## src/rtl/vx_task_dispatcher_pkg.sv

```systemverilog
// Shared definitions for the socket task dispatcher: policy encoding and
// the helper widths derived from the dispatcher parameters.
package vx_task_dispatcher_pkg;

  // Unicast target selection policy.
  typedef enum logic {
    RR           = 1'b0,
    LEAST_LOADED = 1'b1
  } task_dispatch_policy_e;

  // Width of one per-core credit counter (holds 0..max_inflight).
  function automatic int credit_width(input int max_inflight);
    return $clog2(max_inflight + 1);
  endfunction

  // Width of a core index / round-robin pointer; at least one bit.
  function automatic int ptr_width(input int num_outputs);
    return (num_outputs > 1) ? $clog2(num_outputs) : 1;
  endfunction

endpackage

```

## src/rtl/vx_task_dispatcher_if.sv

```systemverilog
// Task stream bundle between the upstream producer and the per-core task
// ports. The master side is the producer plus the cores; the slave side is
// the dispatcher.
interface vx_task_dispatcher_if #(
  parameter int NUM_OUTPUTS = 4,
  parameter int TASK_WIDTH  = 64
);

  logic                   in_valid;
  logic [TASK_WIDTH-1:0]  in_data;
  logic                   in_bcast;
  logic                   in_ready;
  logic [NUM_OUTPUTS-1:0] out_valid;
  logic [TASK_WIDTH-1:0]  out_data;
  logic [NUM_OUTPUTS-1:0] out_ready;

  modport master (
    output in_valid, in_data, in_bcast, out_ready,
    input  in_ready, out_valid, out_data
  );

  modport slave (
    input  in_valid, in_data, in_bcast, out_ready,
    output in_ready, out_valid, out_data
  );

endinterface

```

## src/rtl/vx_task_select.sv

```systemverilog
// Combinational unicast target picker. Looks only at registered credits:
// round-robin takes the first core with credit starting at the pointer,
// least-loaded takes the core with the most free credits (lowest index wins
// ties). Also reports whether any / every core can take a task.
module vx_task_select
  import vx_task_dispatcher_pkg::*;
#(
  parameter int NUM_OUTPUTS = 4,
  parameter int CW          = 2,
  parameter int PW          = 2
) (
  input  logic [NUM_OUTPUTS*CW-1:0] i_credits,
  input  logic [PW-1:0]             i_rr_ptr,
  input  task_dispatch_policy_e     i_policy,
  output logic [NUM_OUTPUTS-1:0]    o_target,
  output logic [PW-1:0]             o_target_idx,
  output logic                      o_avail_any,
  output logic                      o_avail_all
);

  logic [NUM_OUTPUTS-1:0] w_has_credit;
  logic [PW-1:0]          w_rr_idx;
  logic [PW-1:0]          w_ll_idx;

  genvar gi;
  generate
    for (gi = 0; gi < NUM_OUTPUTS; gi++) begin : g_has_credit
      assign w_has_credit[gi] = |i_credits[gi*CW +: CW];
    end
  endgenerate

  assign o_avail_any = |w_has_credit;
  assign o_avail_all = &w_has_credit;

  // Round-robin scan: walk downward so the closest core to the pointer is the last writer.
  always_comb begin : rr_scan
    int            idx;
    logic [PW-1:0] sel;
    w_rr_idx = '0;
    for (int k = NUM_OUTPUTS - 1; k >= 0; k--) begin
      idx = int'(i_rr_ptr) + k;
      if (idx >= NUM_OUTPUTS) idx = idx - NUM_OUTPUTS;
      sel = PW'(idx);
      if (w_has_credit[sel]) w_rr_idx = sel;
    end
  end

  // Least-loaded scan: strict compare keeps the lowest index on ties.
  always_comb begin : ll_scan
    logic [CW-1:0] best;
    w_ll_idx = '0;
    best     = i_credits[CW-1:0];
    for (int i = 1; i < NUM_OUTPUTS; i++) begin
      if (i_credits[i*CW +: CW] > best) begin
        best     = i_credits[i*CW +: CW];
        w_ll_idx = PW'(i);
      end
    end
  end

  assign o_target_idx = (i_policy == LEAST_LOADED) ? w_ll_idx : w_rr_idx;

  // One-hot target; empty when no core has a credit.
  always_comb begin
    o_target               = '0;
    o_target[o_target_idx] = o_avail_any;
  end

endmodule

```

## src/rtl/vx_task_dispatcher.sv

```systemverilog
// Credit-based task dispatcher: takes tasks from one upstream stream and
// hands them to one core (round-robin or least-loaded) or to all cores
// (broadcast). A single holding register keeps the payload plus a mask of
// cores still to accept it; credits count free task slots per core and are
// returned by done pulses.
module vx_task_dispatcher
  import vx_task_dispatcher_pkg::*;
#(
  parameter  int NUM_OUTPUTS  = 4,
  parameter  int TASK_WIDTH   = 64,
  parameter  int MAX_INFLIGHT = 2,
  parameter  int POLICY       = 0,
  localparam int CW           = credit_width(MAX_INFLIGHT),
  localparam int PW           = ptr_width(NUM_OUTPUTS)
) (
  input  logic                      clk,
  input  logic                      reset,
  vx_task_dispatcher_if.slave       bus,
  input  logic [NUM_OUTPUTS-1:0]    done,
  output logic [NUM_OUTPUTS*CW-1:0] credits,
  output logic                      busy
);

  localparam logic [CW-1:0]         MAX_CREDIT = CW'(MAX_INFLIGHT);
  localparam task_dispatch_policy_e SEL_POLICY = (POLICY == 1) ? LEAST_LOADED : RR;

  logic [TASK_WIDTH-1:0]     r_data;
  logic [NUM_OUTPUTS-1:0]    r_mask;
  logic [CW-1:0]             r_credit [NUM_OUTPUTS];
  logic [PW-1:0]             r_rr_ptr;

  logic [NUM_OUTPUTS*CW-1:0] w_credit_vec;
  logic [NUM_OUTPUTS-1:0]    w_target;
  logic [PW-1:0]             w_target_idx;
  logic                      w_avail_any;
  logic                      w_avail_all;
  logic [NUM_OUTPUTS-1:0]    w_fire;
  logic [NUM_OUTPUTS-1:0]    w_mask_left;
  logic                      w_pending;
  logic                      w_drain;
  logic                      w_avail;
  logic                      w_accept;
  logic [NUM_OUTPUTS-1:0]    w_grant;
  logic                      w_any_used;

  genvar gi;
  generate
    for (gi = 0; gi < NUM_OUTPUTS; gi++) begin : g_credit_out
      assign w_credit_vec[gi*CW +: CW] = r_credit[gi];
    end
  endgenerate

  assign credits = w_credit_vec;

  vx_task_select #(
    .NUM_OUTPUTS (NUM_OUTPUTS),
    .CW          (CW),
    .PW          (PW)
  ) u_select (
    .i_credits    (w_credit_vec),
    .i_rr_ptr     (r_rr_ptr),
    .i_policy     (SEL_POLICY),
    .o_target     (w_target),
    .o_target_idx (w_target_idx),
    .o_avail_any  (w_avail_any),
    .o_avail_all  (w_avail_all)
  );

  // Acceptance is allowed in the cycle the last outstanding core fires,
  // so in_ready looks through out_ready to keep one task per cycle.
  assign w_pending    = |r_mask;
  assign w_fire       = r_mask & bus.out_ready;
  assign w_mask_left  = r_mask & ~w_fire;
  assign w_drain      = ~|w_mask_left;
  assign w_avail      = bus.in_bcast ? w_avail_all : w_avail_any;
  assign bus.in_ready = (!w_pending || w_drain) && w_avail;
  assign w_accept     = bus.in_valid && bus.in_ready;
  assign w_grant      = !w_accept    ? '0 :
                        bus.in_bcast ? '1 : w_target;

  assign bus.out_valid = r_mask;
  assign bus.out_data  = r_data;

  // Holding register: load on acceptance, otherwise retire fired cores.
  always_ff @(posedge clk or negedge reset) begin
    if (!reset) begin
      r_data <= '0;
      r_mask <= '0;
    end else if (w_accept) begin
      r_data <= bus.in_data;
      r_mask <= w_grant;
    end else begin
      r_mask <= w_mask_left;
    end
  end

  // Round-robin pointer moves past the core that took the last unicast task.
  always_ff @(posedge clk or negedge reset) begin
    if (!reset) begin
      r_rr_ptr <= '0;
    end else if (w_accept && !bus.in_bcast && (SEL_POLICY == RR)) begin
      r_rr_ptr <= (w_target_idx == PW'(NUM_OUTPUTS - 1)) ? '0 : w_target_idx + PW'(1);
    end
  end

  // Credits: grant takes one, done returns one; both together cancel; a
  // return to a full core is dropped.
  always_ff @(posedge clk or negedge reset) begin
    if (!reset) begin
      for (int i = 0; i < NUM_OUTPUTS; i++) r_credit[i] <= MAX_CREDIT;
    end else begin
      for (int i = 0; i < NUM_OUTPUTS; i++) begin
        if (done[i] && !w_grant[i]) begin
          if (r_credit[i] != MAX_CREDIT) r_credit[i] <= r_credit[i] + CW'(1);
        end else if (w_grant[i] && !done[i]) begin
          r_credit[i] <= r_credit[i] - CW'(1);
        end
      end
    end
  end

  // Busy whenever any core holds a credit taken but not yet returned.
  always_comb begin
    w_any_used = 1'b0;
    for (int i = 0; i < NUM_OUTPUTS; i++) begin
      if (r_credit[i] != MAX_CREDIT) w_any_used = 1'b1;
    end
  end

  assign busy = w_pending || w_any_used;

  // A completion pulse from a core with no task in flight points at a core-side bug.
  generate
    for (gi = 0; gi < NUM_OUTPUTS; gi++) begin : g_overflow_chk
      a_credit_overflow : assert property (@(posedge clk) disable iff (!reset)
        !(done[gi] && !w_grant[gi] && (r_credit[gi] == MAX_CREDIT)))
        else $warning("done on core %0d with every credit already free; pulse ignored", gi);
    end
  endgenerate

endmodule

```

## src/flat_wrapper.sv

```systemverilog
// flat-port wrapper written by rule: the top's interface ports become plain ports
module vx_task_dispatcher_flat import vx_task_dispatcher_pkg::*;
#(
  parameter  int NUM_OUTPUTS  = 4,
  parameter  int TASK_WIDTH   = 64,
  parameter  int MAX_INFLIGHT = 2,
  parameter  int POLICY       = 0,
  localparam int CW           = credit_width(MAX_INFLIGHT),
  localparam int PW           = ptr_width(NUM_OUTPUTS)
)
  (clk, reset, done, credits, busy, bus_in_valid, bus_in_data, bus_in_bcast, bus_out_ready, bus_in_ready, bus_out_valid, bus_out_data);
  vx_task_dispatcher_if #(.NUM_OUTPUTS(NUM_OUTPUTS), .TASK_WIDTH(TASK_WIDTH)) bus_i ();
  input  logic clk;
  input  logic reset;
  input  logic [NUM_OUTPUTS-1:0] done;
  output logic [NUM_OUTPUTS*CW-1:0] credits;
  output logic busy;
  input wire logic [$bits(bus_i.in_valid)-1:0] bus_in_valid;
  input wire logic [$bits(bus_i.in_data)-1:0] bus_in_data;
  input wire logic [$bits(bus_i.in_bcast)-1:0] bus_in_bcast;
  input wire logic [$bits(bus_i.out_ready)-1:0] bus_out_ready;
  output wire logic [$bits(bus_i.in_ready)-1:0] bus_in_ready;
  output wire logic [$bits(bus_i.out_valid)-1:0] bus_out_valid;
  output wire logic [$bits(bus_i.out_data)-1:0] bus_out_data;
  assign bus_i.in_valid = bus_in_valid;
  assign bus_i.in_data = bus_in_data;
  assign bus_i.in_bcast = bus_in_bcast;
  assign bus_i.out_ready = bus_out_ready;
  assign bus_in_ready = bus_i.in_ready;
  assign bus_out_valid = bus_i.out_valid;
  assign bus_out_data = bus_i.out_data;
  vx_task_dispatcher #(.NUM_OUTPUTS(NUM_OUTPUTS), .TASK_WIDTH(TASK_WIDTH), .MAX_INFLIGHT(MAX_INFLIGHT), .POLICY(POLICY)) u_core (.clk(clk), .reset(reset), .bus(bus_i), .done(done), .credits(credits), .busy(busy));
endmodule
```

## config.mk

```make
export PLATFORM = sky130hd
export DESIGN_NAME = vx_task_dispatcher_flat
export DESIGN_NICKNAME = d
export VERILOG_FILES = /design/src/rtl/vx_task_dispatcher_pkg.sv /design/src/rtl/vx_task_dispatcher_if.sv /design/src/rtl/vx_task_select.sv /design/src/rtl/vx_task_dispatcher.sv /design/src/flat_wrapper.sv
export SDC_FILE = /design/constraint.sdc
export NUM_CORES = 1
export LEC_CHECK = 0
export CORE_AREA = 2 2 78 110
export CTS_BUF_LIST = sky130_fd_sc_hd__clkbuf_4 sky130_fd_sc_hd__clkbuf_8
export DETAILED_ROUTE_END_ITERATION = 7
export DIE_AREA = 0 0 80 112
export GPL_ROUTABILITY_DRIVEN = 0
export PLACE_DENSITY_LB_ADDON = 0.15
export REMOVE_ABC_BUFFERS = 1
export SLEW_MARGIN = 25
export SYNTH_ARGS = -nofsm -noshare
export SYNTH_HDL_FRONTEND = slang
export SYNTH_SLANG_ARGS = --single-unit
```

## constraint.sdc

```tcl
create_clock -name clk -period 5.8 [get_ports clk]
set_clock_uncertainty 0.15 [all_clocks]
set_input_delay 1.74 -clock clk [delete_from_list [all_inputs] [get_ports clk]]
set_output_delay 1.74 -clock clk [all_outputs]
set_load 0.01 [all_outputs]
```

==> run_results.csv, run 1 <==
group,metric,value,unit
setup_path,critical_path.max_fanout,6,
route,routedWlPerCell,16.6,um
timing,timing.final.hold_violations,0,
synth,synth_area_leaders,"dfrtp_1, mux2_4, buf_12",
floorplan,rows,39,
power,p_total,3100,uW
synth,synth_cell_type_count,38,
synth,async_flop_share,100,%
clocking,postCtsHoldBufs,0,
floorplan,die-area,8960,um2
grt,pin_count_of_the_biggest_net_entering_global_routing,79,
timing,drv_slew,0,
setup_path,worstRegToRegCells,5,
timing,max-slew-margin-rel,34.9,%
grt,grt_antenna_before_repair,0,
power,cellPowerDensity,572,nW/um2
setup_path,critical_path.slowest_cell,"clkdlybuf4s50_1",
floorplan,die_h,112,um
setup_path,critical_path_class,"in -> out",
timing,min_period,5.30,ns
setup_path,worst-endpoint-required,3.91,ns
clocking,clock_path_buffers,2,
clocking,tritoncts_clock_tree,"built",
floorplan,pin_count,154,
timing,rsz0062_at_grt,"no",
setup_path,critical-path-max-stage-delay,0.53,ns
clocking,cts.repair_timing.setup_buffer_count,0,
power,comb_power_share,51.9,%
setup_path,timing.critical_path.to_type,"output pin",
placed_design,io_buffer_count,153,
finish,layout_nets,471,
synth,seq_area_frac_synth,53.7,%
setup_path,critical-path-top-delay-family,"buffers and inverters",
power,share_clk_of_total_power,14.3,%
placed_design,detailed_place_hpwl,6060,um
clocking,clk_pin_slew,0.08,ns
setup_path,crit-reg2reg-capture,"u_core.bus.out_data[52]",
setup_path,setup.worst_path.start_class,"input pin",
route,dr.pass1.iters,4,
power,p_switching,1000,uW
finish,sequential_cell_area,1960,um2
run,maxCapViolCount,0,
synth,ys.warnings.count,0,
synth,synthDominantAreaCellType,"dfrtp_1",
synth,syn-mean-instance-area,15.6,um2
route,drt-initial-drc-count,82,
floorplan,fp.coreArea,8000,um2
min_path,min-delay-start,"u_core.bus.out_data[24]",
clocking,cts.htree.levels,3,
synth,yosys_most_used_dff,"dfrtp_1",
route,detail_route.drc_violations,0,
finish,post_route_cells_drive_above_1_share,23.5,%
setup_path,cpMostUsedCell,"clkdlybuf4s50_1",
min_path,hold_path_depth,1,
timing,holdWs,0.365,ns
setup_path,worst_flop_to_flop_path_startpoint,"u_core.credits[6]",
clocking,ctsRootBufferMaster,"clkbuf_8",
floorplan,starting_density_of_the_core,45.5,%
grt,grt_pass1_wl,13200,um
grt,overflow_left_after_global_routing,0,
finish,diodes_inserted,0,
power,static-leakage-power,0.00248,uW
timing,fraction_of_the_cycle_the_final_worst_path_needs,91.4,%
clocking,tritoncts_num_sinks,78,
power,netSwitchingFraction,32.4,%
clocking,clkLatencyLatePin,0.35,ns
setup_path,critical_path.n_buffers_inverters,2,
setup_path,r2r_slack,2.67,ns
timing,final-setup-viol-count,0,
synth,synth_enable_flop_cells,0,
min_path,worstHoldEndpoint,"u_core.bus.out_data[24]",
finish,mostFrequentLayoutCells,"clkdlybuf4s50_1, dfrtp_1, mux2_4",
synth,synthCells,234,
synth,yosys_register_bits,78,
route,detail_route.wirelength,8260,um
min_path,hold_path_class,"reg -> reg",
clocking,cts_inserted_buffers,9,
synth,yosys.area.top_type_share,50.8,%
finish,area_growth,48.8,%
synth,syn-cell-area,3640,um2
finish,fillers,627,
clocking,post_cts_resized,0,
setup_path,crit_chain,"clkdlybuf4s50_1, nand2b_1, and4_1, o211a_1, clkdlybuf4s50_1",
finish,final_common_cell,"clkdlybuf4s50_1",
route,via_count,2506,
grt,grt_usage,19.2,%
timing,achievable-frequency,0.189,GHz
power,p_int,2090,uW
grt,first_global_vias,2675,
timing,least_margin_pin_slew,0.975,ns
setup_path,arrival,3.41,ns
route,viasPerCell,5.03,
route,route.antenna.remaining_nets,0,
floorplan,die-width,80,um
finish,multi_input_area,1560,um2
power,max-vdd-ir-drop,0.000361,V
power,share_seq_of_total_power,33.8,%
status,run_status,"completed",
[per-stage QoR]
step | utilization, % | worst slack (ns) | area, um2 | cells | TNS (ns)
after floorplan | - | -1.85 | 3500 | 225 | -115.30
after global placement | 65.0 | 0.553 | 5200 | 482 | 0
after detailed placement | 65.0 | 0.515 | 5200 | 482 | 0
after CTS | 67.7 | 0.499 | 5420 | 498 | 0
after global routing | 67.7 | 0.451 | 5420 | 498 | 0
final | 67.7 | 0.496 | 5420 | 498 | 0
[power by group through the flow]
stage / Sequential [uW] / Clock, uW / Combinational (uW)
floorplan: 1150 / 0 / 845
global placement: 1040 / 0 / 1600
detailed placement: 1050 / 0 / 1630
CTS: 1050 / 454 / 1630
global route: 1080 / 475 / 1720
finish: 1050 / 443 / 1610
[cell families after synthesis]
logic type | share of synthesized area (%)
compound gates | 5.29
xor+xnor | 0.962
fa+ha+maj | 1.37
buf+inv | 4.02
flops | 53.7
mux | 27.7
simple gates | 6.94
[cell type report]
type	count	share of cell area (%)
multi-input combinational	145	28.7
clock inverter	7	1.64
inverter	2	0.138
timing repair buffer	155	28.8
tap	102	2.35
sequential	78	36.1
clock buffer	9	2.28
[state kept, by name, summed over array words and instances (netlist names)]
| signal | count |
|---|---|
| u_core.credits | 8 |
| u_core.bus.out_data | 64 |
| u_core.r_rr_ptr | 2 |
| u_core.bus.out_valid | 4 |
[worst max-delay path by stage]
stage | endpoint | cells after the start | slack, ns | from
detailed placement | bus_in_ready | 5 | 0.52 | bus_out_ready[1]
global route | bus_in_ready | 5 | 0.45 | bus_out_ready[1]
floorplan | u_core.r_rr_ptr[0] | 3 | -1.85 | bus_in_bcast
CTS | bus_in_ready | 5 | 0.50 | bus_out_ready[1]
finish | bus_in_ready | 5 | 0.50 | bus_out_ready[1]
global placement | bus_in_ready | 5 | 0.55 | bus_out_ready[2]
[routing by layer]
layer	global-route usage (%)	part of all wire [%]	routed length, um
met1	21.7	38	3110
met2	32.4	54	4450
met3	6.32	6.9	571
met4	8.93	1.5	125
met5	0	0	0
[synthesized netlist by cell type (2+ instances only)]
| library cell | number |
|---|---|
| a21oi_1 | 2 |
| nor2_1 | 6 |
| nor4_1 | 2 |
| nor2_2 | 3 |
| mux2_4 | 60 |
| ha_1 | 4 |
| mux2_2 | 4 |
| inv_1 | 2 |
| nand2b_1 | 4 |
| a21boi_0 | 4 |
| nand2_1 | 6 |
| xnor2_1 | 4 |
| nand3b_1 | 4 |
| dfrtp_1 | 74 |
| and2_1 | 4 |
| mux2_1 | 2 |
| nand3_1 | 9 |
| o21ai_0 | 2 |
| dfstp_2 | 4 |
| o2111ai_1 | 5 |
| buf_12 | 6 |
| mux2i_1 | 4 |
| o21bai_1 | 4 |
(Power assumes the default switching activity.)
==> inputs of run 2 (changes only) <==
CORE_AREA = 2 2 92 94   (was 2 2 78 110)
DIE_AREA = 0 0 94 96   (was 0 0 80 112)
==> run_results.csv, run 2 (synthesis results as in run 1) <==
group,metric,value,unit
grt,overflow_left_after_global_routing,0,
placed_design,dpl.cell_count,484,
grt,grt_usage,18.3,%
placed_design,detailed_place_hpwl,5800,um
finish,max_ffs_per_register,64,
floorplan,rows,33,
floorplan,pin_count,154,
setup_path,critical-path-top-delay-family,"buffers and inverters",
power,max-vdd-ir-drop,0.000299,V
grt,grt_pass1_wl,12700,um
clocking,tritoncts_num_sinks,78,
grt,grt_antenna_before_repair,0,
route,viasPerCell,4.97,
route,via_count,2484,
finish,sequential_cell_area,1960,um2
timing,timing.final.hold_violations,0,
route,dr.pass1.iters,4,
route,detail_route.wirelength,8210,um
setup_path,timing.critical_path.to_type,"output pin",
floorplan,die_h,96,um
finish,post_route_cells_drive_above_1_share,23.3,%
finish,multi_input_area,1560,um2
route,drt-initial-drc-count,88,
finish,mostFrequentLayoutCells,"clkdlybuf4s50_1, dfrtp_1, mux2_4",
finish,final_cell_area,5430,um2
power,static-leakage-power,0.00248,uW
route,routedWlPerCell,16.4,um
route,detail_route.drc_violations,0,
clocking,cts.htree.levels,3,
clocking,clock_path_buffers,2,
finish,layout_nets,470,
placed_design,dp_worst_slack,0.525,ns
clocking,cts_inserted_buffers,9,
setup_path,critical-path-max-stage-delay,0.53,ns
route,route.antenna.remaining_nets,0,
status,run_status,"completed",
clocking,cts.repair_timing.setup_buffer_count,0,
floorplan,die-width,94,um
placed_design,place_area,5200,um2
clocking,clkLatencyLatePin,0.34,ns
floorplan,fp.coreArea,8050,um2
finish,finish.cell_count_without_fillers,500,
timing,drv_slew,0,
clocking,ctsRootBufferMaster,"clkbuf_8",
power,cellPowerDensity,573,nW/um2
finish,fillers,598,
timing,achievable-frequency,0.189,GHz
grt,pin_count_of_the_biggest_net_entering_global_routing,79,
timing,least_margin_pin_slew,0.934,ns
finish,diodes_inserted,0,
floorplan,die-area,9020,um2
setup_path,setup.worst_path.start_class,"input pin",
floorplan,starting_density_of_the_core,45.2,%
setup_path,crit_chain,"clkdlybuf4s50_1, nand2b_1, and4_1, o211a_1, clkdlybuf4s50_1",
finish,area_growth,49.1,%
placed_design,io_buffer_count,153,
timing,min_period,5.28,ns
timing,rsz0062_at_grt,"no",
timing,max-slew-margin-rel,37.7,%
setup_path,critical_path_class,"in -> out",
setup_path,critical_path.n_buffers_inverters,2,
timing,fraction_of_the_cycle_the_final_worst_path_needs,91.1,%
min_path,hold_path_class,"reg -> reg",
finish,final_common_cell,"clkdlybuf4s50_1",
setup_path,arrival,3.39,ns
clocking,clk_pin_slew,0.08,ns
timing,final-setup-viol-count,0,
setup_path,cpMostUsedCell,"clkdlybuf4s50_1",
clocking,postCtsHoldBufs,0,
grt,first_global_vias,2597,
clocking,post_cts_resized,0,
setup_path,critical_path.max_fanout,6,
clocking,tritoncts_clock_tree,"built",
finish,share_of_the_core_filled_with_cells,67.5,%
setup_path,worst-endpoint-required,3.91,ns
setup_path,critical_path.slowest_cell,"clkdlybuf4s50_1",
timing,final_critical_path_setup_slack,0.517,ns
run,maxCapViolCount,0,
-- run 2: cell types whose count changed in the layout (fill, tap and decap cells not counted), sizes merged --
cell and change:
clkbuf +2, clkinvlp +1, inv +1, clkinv -4, buf -1
-- run 2: routing by layer --
layer / vias to the layer above / track usage (%) / wire, um
li1: 1157 / - / -
met1: 1233 / 23.1 / 3520
met2: 88 / 29.0 / 3970
met3: 6 / 6.66 / 648
met4: 0 / 6.76 / 77
met5: - / 0 / 0
-- run 2: power breakdown --
| part | leakage, uW | switching (uW) | internal (uW) |
|---|---|---|---|
| clock | 0.000113 | 201 | 260 |
| sequential | 0.000920 | 215 | 836 |
| combinational | 0.00145 | 583 | 1020 |
| total | 0.00248 | 999 | 2110 |
-- run 2: worst reg2reg max path: stages (launching register included) --
cell and delay, ns:
dfrtp_1 0.48, nor4_1 0.60, nand2_1 0.21, o2111ai_4 0.78, buf_12 0.40, mux2_4 0.38
-- run 2: metrics by stage --
step | total power, uW | setup TNS (ns) | hold slack (ns)
after CTS | 3150 | 0 | 0.364
after detailed placement | 2660 | 0 | 0.342
final | 3110 | 0 | 0.360
after global placement | 2630 | 0 | 0.339
after global routing | 3300 | 0 | 0.381
after floorplan | 2000 | -115.30 | 0.362
-- run 2: final cells by class --
class | instances | area share [%]
Sequential cell | 78 | 36.0
Multi-Input combinational cell | 145 | 28.7
Timing Repair Buffer | 154 | 28.6
Clock buffer | 11 | 2.67
Tap cell | 105 | 2.42
Clock inverter | 5 | 1.50
Inverter | 2 | 0.138
-- run 2: path summary, 6_finish.rpt --
| path | start | endpoint | slack [ns] | cells past startpoint |
|---|---|---|---|---|
| setup / recovery | bus_out_ready[2] | bus_in_ready | 0.52 | 5 |
| setup reg to reg | u_core.credits[6] | u_core.bus.out_data[13] | 2.68 | 5 |
| max in group asynchronous | reset | u_core.bus.out_data[54] | 3.72 | 1 |
| hold reg to reg | u_core.bus.out_data[48] | u_core.bus.out_data[48] | 0.36 | 1 |
| hold / removal | u_core.bus.out_data[48] | u_core.bus.out_data[48] | 0.36 | 1 |
| min in group asynchronous | reset | u_core.bus.out_data[29] | 1.28 | 1 |
==> inputs of run 3 (changes only) <==
ABC_AREA = 1   (was not set)
CORE_AREA = 5 5 93 95   (was 2 2 92 94)
DIE_AREA = 0 0 98 100   (was 0 0 94 96)
==> run_results.csv, run 3 <==
group,metric,value,unit
status,run_status,"completed",
setup_path,worst_flop_to_flop_path_startpoint,"u_core.credits[6]",
clocking,clock_path_buffers,2,
finish,fillers,621,
setup_path,critical_path_class,"in -> out",
clocking,ctsRootBufferMaster,"clkbuf_8",
route,routedWlPerCell,13.9,um
finish,max_ffs_per_register,64,
finish,final_common_cell,"nand2_1",
timing,timing.final.hold_violations,0,
synth,synth_area_leaders,"dfrtp_1, nand2_1, dfstp_2",
timing,least_margin_pin_slew,0.710,ns
floorplan,pin_count,154,
min_path,hold_path_class,"reg -> reg",
timing,setup_tns,0,ns
finish,area_growth,48.4,%
route,detail_route.drc_violations,0,
grt,overflow_left_after_global_routing,0,
clocking,tritoncts_num_sinks,78,
placed_design,io_buffer_count,153,
synth,synth_enable_flop_cells,0,
power,static-leakage-power,0.00265,uW
setup_path,worstRegToRegCells,17,
grt,grt_pass1_wl,16000,um
timing,min_period,5.25,ns
finish,sequential_cell_area,1960,um2
setup_path,crit-reg2reg-capture,"u_core.credits[3]",
synth,yosys_most_used_dff,"dfrtp_1",
grt,pin_count_of_the_biggest_net_entering_global_routing,79,
finish,layout_nets,673,
synth,ys.warnings.count,0,
finish,multi_input_area,1340,um2
synth,synthCells,441,
setup_path,worst-endpoint-required,3.91,ns
synth,syn-mean-instance-area,8.03,um2
clocking,clk_pin_slew,0.08,ns
grt,grt_usage,20.2,%
min_path,worstHoldEndpoint,"u_core.bus.out_data[49]",
timing,achievable-frequency,0.190,GHz
setup_path,setup.worst_path.start_class,"input pin",
floorplan,fp.coreArea,7650,um2
synth,synthDominantAreaCellType,"dfrtp_1",
timing,drv_slew,0,
min_path,min-delay-start,"u_core.bus.out_data[49]",
timing,final-setup-viol-count,0,
synth,synth_most_common_cell,"nand2_1",
timing,rsz0062_at_grt,"no",
setup_path,r2r_slack,3.10,ns
synth,yosys.area.top_type_share,52.3,%
synth,async_flop_share,100,%
clocking,postCtsHoldBufs,0,
synth,synth_commonest_cells,"nand2_1, dfrtp_1, inv_1",
placed_design,detailed_place_hpwl,6940,um
synth,seq_area_frac_synth,55.3,%
synth,synth_cell_type_count,23,
clocking,clkLatencyLatePin,0.34,ns
floorplan,die-area,9800,um2
floorplan,die_h,100,um
route,via_count,3311,
route,route.antenna.remaining_nets,0,
grt,grt_antenna_before_repair,0,
route,detail_route.wirelength,9700,um
synth,yosys_register_bits,78,
finish,post_route_cells_drive_above_1_share,5.02,%
synth,syn-cell-area,3540,um2
route,drt-initial-drc-count,115,
timing,fraction_of_the_cycle_the_final_worst_path_needs,90.5,%
route,dr.pass1.iters,4,
setup_path,timing.critical_path.to_type,"output pin",
finish,diodes_inserted,0,
power,cellPowerDensity,539,nW/um2
power,max-vdd-ir-drop,0.000248,V
timing,max-slew-margin-rel,52.7,%
setup_path,arrival,3.36,ns
floorplan,die-width,98,um
setup_path,critical_path.max_fanout,7,
clocking,post_cts_resized,0,
run,maxCapViolCount,0,
clocking,cts.htree.levels,3,
grt,first_global_vias,3321,
clocking,cts_inserted_buffers,9,
clocking,tritoncts_clock_tree,"built",
finish,share_of_the_core_filled_with_cells,68.7,%
min_path,hold_path_depth,2,
floorplan,starting_density_of_the_core,46.3,%
route,viasPerCell,4.73,
clocking,cts.repair_timing.setup_buffer_count,0,
floorplan,rows,32,
finish,mostFrequentLayoutCells,"nand2_1, clkdlybuf4s50_1, dfrtp_1",
## run 3: cell count changes after synthesis, moves of 6 or more
cell,delta
o21ai_0,+10
mux2_4,-60
buf_6,+7
nand2_1,+243
nor2_1,+13
nand3_1,+7
buf_4,+6
buf_12,-6
inv_1,+25
## run 3: logic make-up (layout without fill, tap and decap cells)
| logic type | count (synthesis) | in the layout | synth area share, % |
|---|---|---|---|
| adder cells (fa/ha/maj) | 4 | 4 | 1.41 |
| AO/OA/AOI/OAI | 19 | 19 | 2.90 |
| buffers and inverters | 42 | 199 | 6.79 |
| AND/OR/NAND/NOR | 298 | 298 | 33.6 |
| flip-flops | 78 | 78 | 55.3 |
## run 3: report_power, final
part / internal, uW / total, uW / switching, uW
clock: 166 / 368 / 202
sequential: 815 / 989 / 174
combinational: 707 / 1470 / 766
## run 3: worst max path at each step
stage	to	from	slack (ns)	depth (start not counted)
detailed placement	bus_in_ready	bus_out_ready[2]	0.55	8
CTS	bus_in_ready	bus_out_ready[2]	0.54	8
floorplan	u_core.r_rr_ptr[0]	bus_out_ready[3]	1.10	10
global placement	bus_in_ready	bus_out_ready[3]	0.59	8
finish	bus_in_ready	bus_out_ready[2]	0.55	8
global route	bus_in_ready	bus_out_ready[3]	0.44	8
## run 3: cell type report
class / count / share of cell area, %
sequential: 78 / 37.2
tap: 102 / 2.43
clock buffer: 11 / 2.64
clock inverter: 5 / 0.667
timing repair buffer: 155 / 29.5
inverter: 28 / 2.00
multi-input combinational: 321 / 25.6
## run 3: worst max-delay path, stage by stage
cell             delay, ns
clkdlybuf4s50_1       0.47
inv_1                 0.04
nand2_1               0.08
nand2_1               0.06
nor2_1                0.13
nand2_2               0.11
nor2_4                0.16
clkdlybuf4s50_1       0.57
## run 3: stage by stage
step,setup slack (ns),hold slack (ns),area (um2),power (uW),cells
after floorplan,1.10,0.335,3400,1700,427
after global placement,0.586,0.303,5080,2430,684
after detailed placement,0.552,0.308,5080,2480,684
after CTS,0.542,0.327,5250,2860,700
after global routing,0.441,0.355,5250,3070,700
final,0.551,0.320,5250,2830,700
## run 3: layer usage
metal  global-route usage [%]  vias up  wire (um)
li1                         -     1646          -
met1                     23.9     1511       3940
met2                     32.9      135       4570
met3                     8.20       19        987
met4                     8.20        0        210
met5                        0        -          0
